$ cat config.mk
export PLATFORM = sky130hd
export DESIGN_NAME = uart_tx_fifo
export DESIGN_NICKNAME = d
export VERILOG_FILES = /design/src/rtl/uart_tx_fifo.sv
export SDC_FILE = /design/constraint.sdc
export NUM_CORES = 1
export LEC_CHECK = 0
export BUFFER_PORTS_ARGS = -buffer_cell sky130_fd_sc_hd__buf_4
export CORE_AREA = 5 5 135 137
export DETAILED_ROUTE_END_ITERATION = 7
export DIE_AREA = 0 0 140 142
export HOLD_SLACK_MARGIN = 0.02
export SKIP_LAST_GASP = 1
export SYNTH_ARGS = -nofsm -noshare
export SYNTH_HDL_FRONTEND = slang
export SYNTH_SLANG_ARGS = --single-unit
$ cat constraint.sdc
create_clock -name clk -period 3.4 [get_ports clk]
set_input_delay 0.68 -clock clk [delete_from_list [all_inputs] [get_ports clk]]
set_output_delay 0.68 -clock clk [all_outputs]
set_load 0.02 [all_outputs]
$ cat src/rtl/uart_tx_fifo.sv
// UART transmitter fed by a valid/ready FIFO, with runtime-selectable parity and stop bits.
// Frames are sent back-to-back whenever the FIFO still holds words at the end of a stop bit.
module uart_tx_fifo #(
    parameter int CLOCK_FREQ = 100000000,
    parameter int BAUD       = 115200,
    parameter int DATA_BITS  = 8,
    parameter int FIFO_DEPTH = 16
) (
    input  logic                                clk,
    input  logic                                rst_n,
    input  logic [DATA_BITS-1:0]                in_data,
    input  logic                                in_valid,
    output logic                                in_ready,
    input  logic [1:0]                          parity_mode,
    input  logic                                stop2,
    output logic                                tx,
    output logic                                busy,
    output logic                                tx_done,
    output logic [$clog2(FIFO_DEPTH+1)-1:0]     fifo_count
);
    localparam int CLKS_PER_BIT = CLOCK_FREQ / BAUD;
    localparam int BAUD_W       = (CLKS_PER_BIT > 1) ? $clog2(CLKS_PER_BIT) : 1;
    localparam int PTR_W        = (FIFO_DEPTH > 1) ? $clog2(FIFO_DEPTH) : 1;
    localparam int CNT_W        = $clog2(FIFO_DEPTH + 1);
    localparam int BIT_W        = $clog2(DATA_BITS);

    localparam logic [BAUD_W-1:0] BAUD_LAST   = BAUD_W'(CLKS_PER_BIT - 1);
    localparam logic [BAUD_W-1:0] BAUD_PENULT = BAUD_W'(CLKS_PER_BIT - 2);
    localparam logic [BIT_W-1:0]  BIT_LAST    = BIT_W'(DATA_BITS - 1);
    localparam logic [CNT_W-1:0]  FULL_COUNT  = CNT_W'(FIFO_DEPTH);

    typedef enum logic [2:0] {
        IDLE,
        START,
        DATA,
        PARITY,
        STOP
    } state_t;

    logic [DATA_BITS-1:0] mem [FIFO_DEPTH];
    logic [PTR_W-1:0]     wr_ptr;
    logic [PTR_W-1:0]     rd_ptr;
    logic [DATA_BITS-1:0] fifo_head;
    logic                 push;
    logic                 pop;

    state_t               state;
    logic [BAUD_W-1:0]    baud_cnt;
    logic [BIT_W-1:0]     bit_idx;
    logic                 stop_idx;
    logic [DATA_BITS-1:0] shift;
    logic                 parity_en;
    logic                 parity_bit;
    logic                 stop2_lat;

    logic                 baud_end;
    logic                 last_stop;
    logic                 frame_end;

    // in_ready looks only at the stored count, so a pop on the same edge never frees a full FIFO early
    assign in_ready  = (fifo_count != FULL_COUNT);
    assign push      = in_valid && in_ready;
    assign fifo_head = mem[rd_ptr];

    assign baud_end  = (baud_cnt == BAUD_LAST);
    assign last_stop = !stop2_lat || stop_idx;
    assign frame_end = (state == STOP) && baud_end && last_stop;
    assign pop       = (fifo_count != '0) && ((state == IDLE) || frame_end);

    always_ff @(posedge clk) begin
        if (push && rst_n) begin
            mem[wr_ptr] <= in_data;
        end
    end

    always_ff @(posedge clk) begin
        if (!rst_n) begin
            wr_ptr     <= '0;
            rd_ptr     <= '0;
            fifo_count <= '0;
        end else begin
            if (push) begin
                wr_ptr <= wr_ptr + PTR_W'(1);
            end
            if (pop) begin
                rd_ptr <= rd_ptr + PTR_W'(1);
            end
            case ({push, pop})
                2'b10:   fifo_count <= fifo_count + CNT_W'(1);
                2'b01:   fifo_count <= fifo_count - CNT_W'(1);
                default: fifo_count <= fifo_count;
            endcase
        end
    end

    // Parity is computed from the whole word at pop time, since the shift register consumes it
    always_ff @(posedge clk) begin
        if (!rst_n) begin
            state      <= IDLE;
            baud_cnt   <= '0;
            bit_idx    <= '0;
            stop_idx   <= 1'b0;
            shift      <= '0;
            parity_en  <= 1'b0;
            parity_bit <= 1'b0;
            stop2_lat  <= 1'b0;
            tx         <= 1'b1;
            busy       <= 1'b0;
            tx_done    <= 1'b0;
        end else begin
            tx_done <= 1'b0;
            if (pop) begin
                shift      <= fifo_head;
                parity_en  <= parity_mode[0] ^ parity_mode[1];
                parity_bit <= (^fifo_head) ^ (parity_mode == 2'b01);
                stop2_lat  <= stop2;
                state      <= START;
                baud_cnt   <= '0;
                tx         <= 1'b0;
                busy       <= 1'b1;
            end else begin
                case (state)
                    IDLE: begin
                        tx   <= 1'b1;
                        busy <= 1'b0;
                    end
                    START: begin
                        if (baud_end) begin
                            baud_cnt <= '0;
                            bit_idx  <= '0;
                            state    <= DATA;
                            tx       <= shift[0];
                        end else begin
                            baud_cnt <= baud_cnt + BAUD_W'(1);
                        end
                    end
                    DATA: begin
                        if (baud_end) begin
                            baud_cnt <= '0;
                            if (bit_idx == BIT_LAST) begin
                                if (parity_en) begin
                                    state <= PARITY;
                                    tx    <= parity_bit;
                                end else begin
                                    state    <= STOP;
                                    stop_idx <= 1'b0;
                                    tx       <= 1'b1;
                                end
                            end else begin
                                bit_idx <= bit_idx + BIT_W'(1);
                                shift   <= shift >> 1;
                                tx      <= shift[1];
                            end
                        end else begin
                            baud_cnt <= baud_cnt + BAUD_W'(1);
                        end
                    end
                    PARITY: begin
                        if (baud_end) begin
                            baud_cnt <= '0;
                            state    <= STOP;
                            stop_idx <= 1'b0;
                            tx       <= 1'b1;
                        end else begin
                            baud_cnt <= baud_cnt + BAUD_W'(1);
                        end
                    end
                    STOP: begin
                        // tx_done is registered, so it is raised one cycle ahead of the final stop cycle
                        if (last_stop && (baud_cnt == BAUD_PENULT)) begin
                            tx_done <= 1'b1;
                        end
                        if (baud_end) begin
                            baud_cnt <= '0;
                            if (last_stop) begin
                                state <= IDLE;
                                busy  <= 1'b0;
                            end else begin
                                stop_idx <= 1'b1;
                            end
                        end else begin
                            baud_cnt <= baud_cnt + BAUD_W'(1);
                        end
                    end
                    default: begin
                        state <= IDLE;
                        tx    <= 1'b1;
                        busy  <= 1'b0;
                    end
                endcase
            end
        end
    end

endmodule

==> reports/summary.txt <==
GRT Total Usage: 0.1471
Worst-Margin Slew: 0.6241 ns
Post-Syn Area: 0.007388 mm^2
GRT overflow: 0
count leader, synth: edfxtp_1
Post-synth EDFFs: 128
Peak VDD IR: 0.0004348 V
sequential fraction of the synthesis area: 0.6503
Port Buffer Count: 22
Clock Skews: 0.01029 ns
Die Wd: 140 um
Clock Latency Late Sink: 0.43 ns
crit end category: flip-flop
synth unique cells: 53
Syn-to-layout area delta: 13.97%
dpl hpwl: 9354 um
final core occ: 0.4972
Critical Path AT: 3.37 ns
R2R cell count: 14
area leader, netlist: edfxtp_1
via count: 4155
Mean Syn Cell Area: 14.78 um^2
clk sinks: 176
worst flop-to-flop path endpoint: fifo_count[3]$_SDFFE_PN0P_
status: completed
Worst EP required: 3.69 ns
fin crit period: 3.080 ns
Worst Hold Launch: stop2_lat$_SDFFE_PN0N_
Synth area leaders: edfxtp_1 (52%), dfxtp_1 (13%), mux4_2 (9.8%)
Power Density: 682.0 mW/mm^2
Setup Buffers After CTS: 0
fillcell total: 1478
die area: 0.01988 mm^2
Reg clk slew, reported paths: 0.06 ns
share of the synthesized area in the top cell type: 0.5202
Root Driver: clkbuf_16
largest net degree at the start of global routing: 27
WL/cell: 17.54 um
Detailed Route Iter0 Violations: 273
ratio of cells with drive above 1 in the final layout: 0.2083
#FFs+latches synth: 176
top post-synthesis cells by count: edfxtp_1 (128), nor2_1 (52), dfxtp_1 (48)
CTS Buf Count: 17
setup_tns: 0 ns
FF-to-FF setup slack: 0.32 ns
final WL: 13630 um
I/O pins: 23
WHS: 0.4623 ns
final net count: 570
worst hold path depth: 2
Startpoint Class: flip-flop
Synth warnings: 0
n_diodes: 0
Hold Path End: stop2_lat$_SDFFE_PN0N_
DIE HEIGHT: 142 um
Vias/cell: 5.347
Initial Util: 0.4362
initial antenna violation count: 0
HP Class: flip-flop to flip-flop
H-tree lvl count: 4
RSZ-0062 raised after global routing: no
Final period util: 0.9060
vias in the first global route: 4215
synthesized net count: 529
ys flop type: edfxtp_1
Synth async-reset ratio: 0
Crit Path Max Fanout: 4
max cap viols: 0
cell count after synthesis: 500
final setup fails: 0
Max Slew Vio Count: 0
RD Place Congestion: 0.8079
number of detailed-route iterations in the first pass: 4
Max Buffers Root-to-Sink: 2
num rows: 48
CTS tree: done
core area: 0.01694 mm^2
Slew headroom: 0.5821
Leak: 2.843 nW
ANT nets after route: 0
crit path kind: flip-flop to flip-flop
worst reg2reg path startpoint: baud_cnt[2]$_SDFFE_PP0P_
first-pass GRT wire length: 22460 um
Final Hold Viols: 0
Max Clock Freq: 324.6 MHz
DRC: 0
-- cell families after synthesis --
kind of cell | after synthesis | synth area share
AND/OR/NAND/NOR | 160 | 0.1035
flip-flops | 176 | 0.6503
adder cells (fa/ha/maj) | 15 | 0.02642
multiplexers | 38 | 0.1145
XOR/XNOR | 26 | 0.03370
buffers and inverters | 36 | 0.02862
AO/OA/AOI/OAI | 49 | 0.04302
-- area by class of cell --
| cell class | count | area [um^2] | share of cell area |
|---|---|---|---|
| clock buffer | 18 | 429.2 | 0.05097 |
| clock inverter | 12 | 115.1 | 0.01367 |
| inverter | 10 | 37.54 | 0.004458 |
| multi-input combinational | 288 | 2379 | 0.2825 |
| sequential | 176 | 4806 | 0.5707 |
| tap | 225 | 281.5 | 0.03343 |
| timing repair buffer | 48 | 372.9 | 0.04428 |
-- state kept, by name, indices dropped and copies added, names as in the netlist, named ones only --
signal and flops:
baud_cnt 10, bit_idx 3, busy 1, fifo_count 5, mem 128, parity_bit 1, parity_en 1, rd_ptr 4
shift 8, state 3, stop2_lat 1, stop_idx 1, tx 1, tx_done 1, wr_ptr 4
-- metal layers --
layer / global-route usage / vias to the layer above / share of wire
li1: - / 1964 / -
met4: 0.05762 / 0 / 0.018
met5: 0 / - / 0
met1: 0.1892 / 2078 / 0.44
met3: 0.03562 / 24 / 0.041
met2: 0.2436 / 89 / 0.50
-- how the worst max path moves through the flow --
stage	endpoint	startpoint	cells after the start
floorplan	fifo_count[4]$_SDFFE_PN0P_	state[0]$_SDFFE_PN0P_	13
global placement	fifo_count[3]$_SDFFE_PN0P_	baud_cnt[2]$_SDFFE_PP0P_	14
detailed placement	fifo_count[3]$_SDFFE_PN0P_	baud_cnt[2]$_SDFFE_PP0P_	14
CTS	fifo_count[3]$_SDFFE_PN0P_	baud_cnt[2]$_SDFFE_PP0P_	14
global route	fifo_count[3]$_SDFFE_PN0P_	baud_cnt[2]$_SDFFE_PP0P_	14
finish	fifo_count[3]$_SDFFE_PN0P_	baud_cnt[2]$_SDFFE_PP0P_	14
-- layout by cell type (no fill, tap or decap), types with 5 or more instances in the layout --
cell type	instances
o21ai_0	8
ha_1	14
dfxtp_1	47
a21boi_1	5
nor3_1	11
nand3_1	18
a21oi_1	14
and3_1	7
xor2_1	10
xnor2_1	14
buf_4	47
nor2_1	52
inv_1	9
nor2b_1	8
nand4_1	5
nand2b_1	5
mux4_2	32
clkbuf_16	17
edfxtp_1	128
nand2_1	37
a22oi_1	6
-- report_power, final --
group / switching [mW] / leakage [nW] / internal, mW
Clock: 0.794 / 0.254 / 1.00
Sequential: 0.105 / 1.54 / 2.43
Combinational: 0.723 / 1.04 / 0.685
Total: 1.62 / 2.84 / 4.12
-- timing repair --
action	CTS	global route
setup endpoints to repair	0	2
hold buffers	0	0
gates resized for setup	0	1
-- worst max-delay path, stage by stage (launching register included) --
cell	delay [ns]
dfxtp_1	0.34
nor4_1	0.40
nor4bb_2	0.40
a21oi_1	0.13
or2_2	0.30
inv_2	0.06
ha_1	0.16
buf_4	0.14
ha_1	0.22
a21o_1	0.18
a21oi_1	0.20
xor2_1	0.19
nor2_1	0.06
a21oi_1	0.12
nor2_1	0.05
-- metrics by stage --
stage | std cells | worst slack [ns] | total power, mW | area, um^2
after global placement | 747 | 0.3647 | 3.983 | 7870
after CTS | 777 | 0.2302 | 5.819 | 8414
final | 777 | 0.3197 | 5.743 | 8421
after detailed placement | 747 | 0.2443 | 4.010 | 7870
after global routing | 777 | 0.06070 | 6.061 | 8421
after floorplan | 500 | 0.2656 | 3.697 | 7388
No activity file was read; power rests on OpenSTA's default activity.
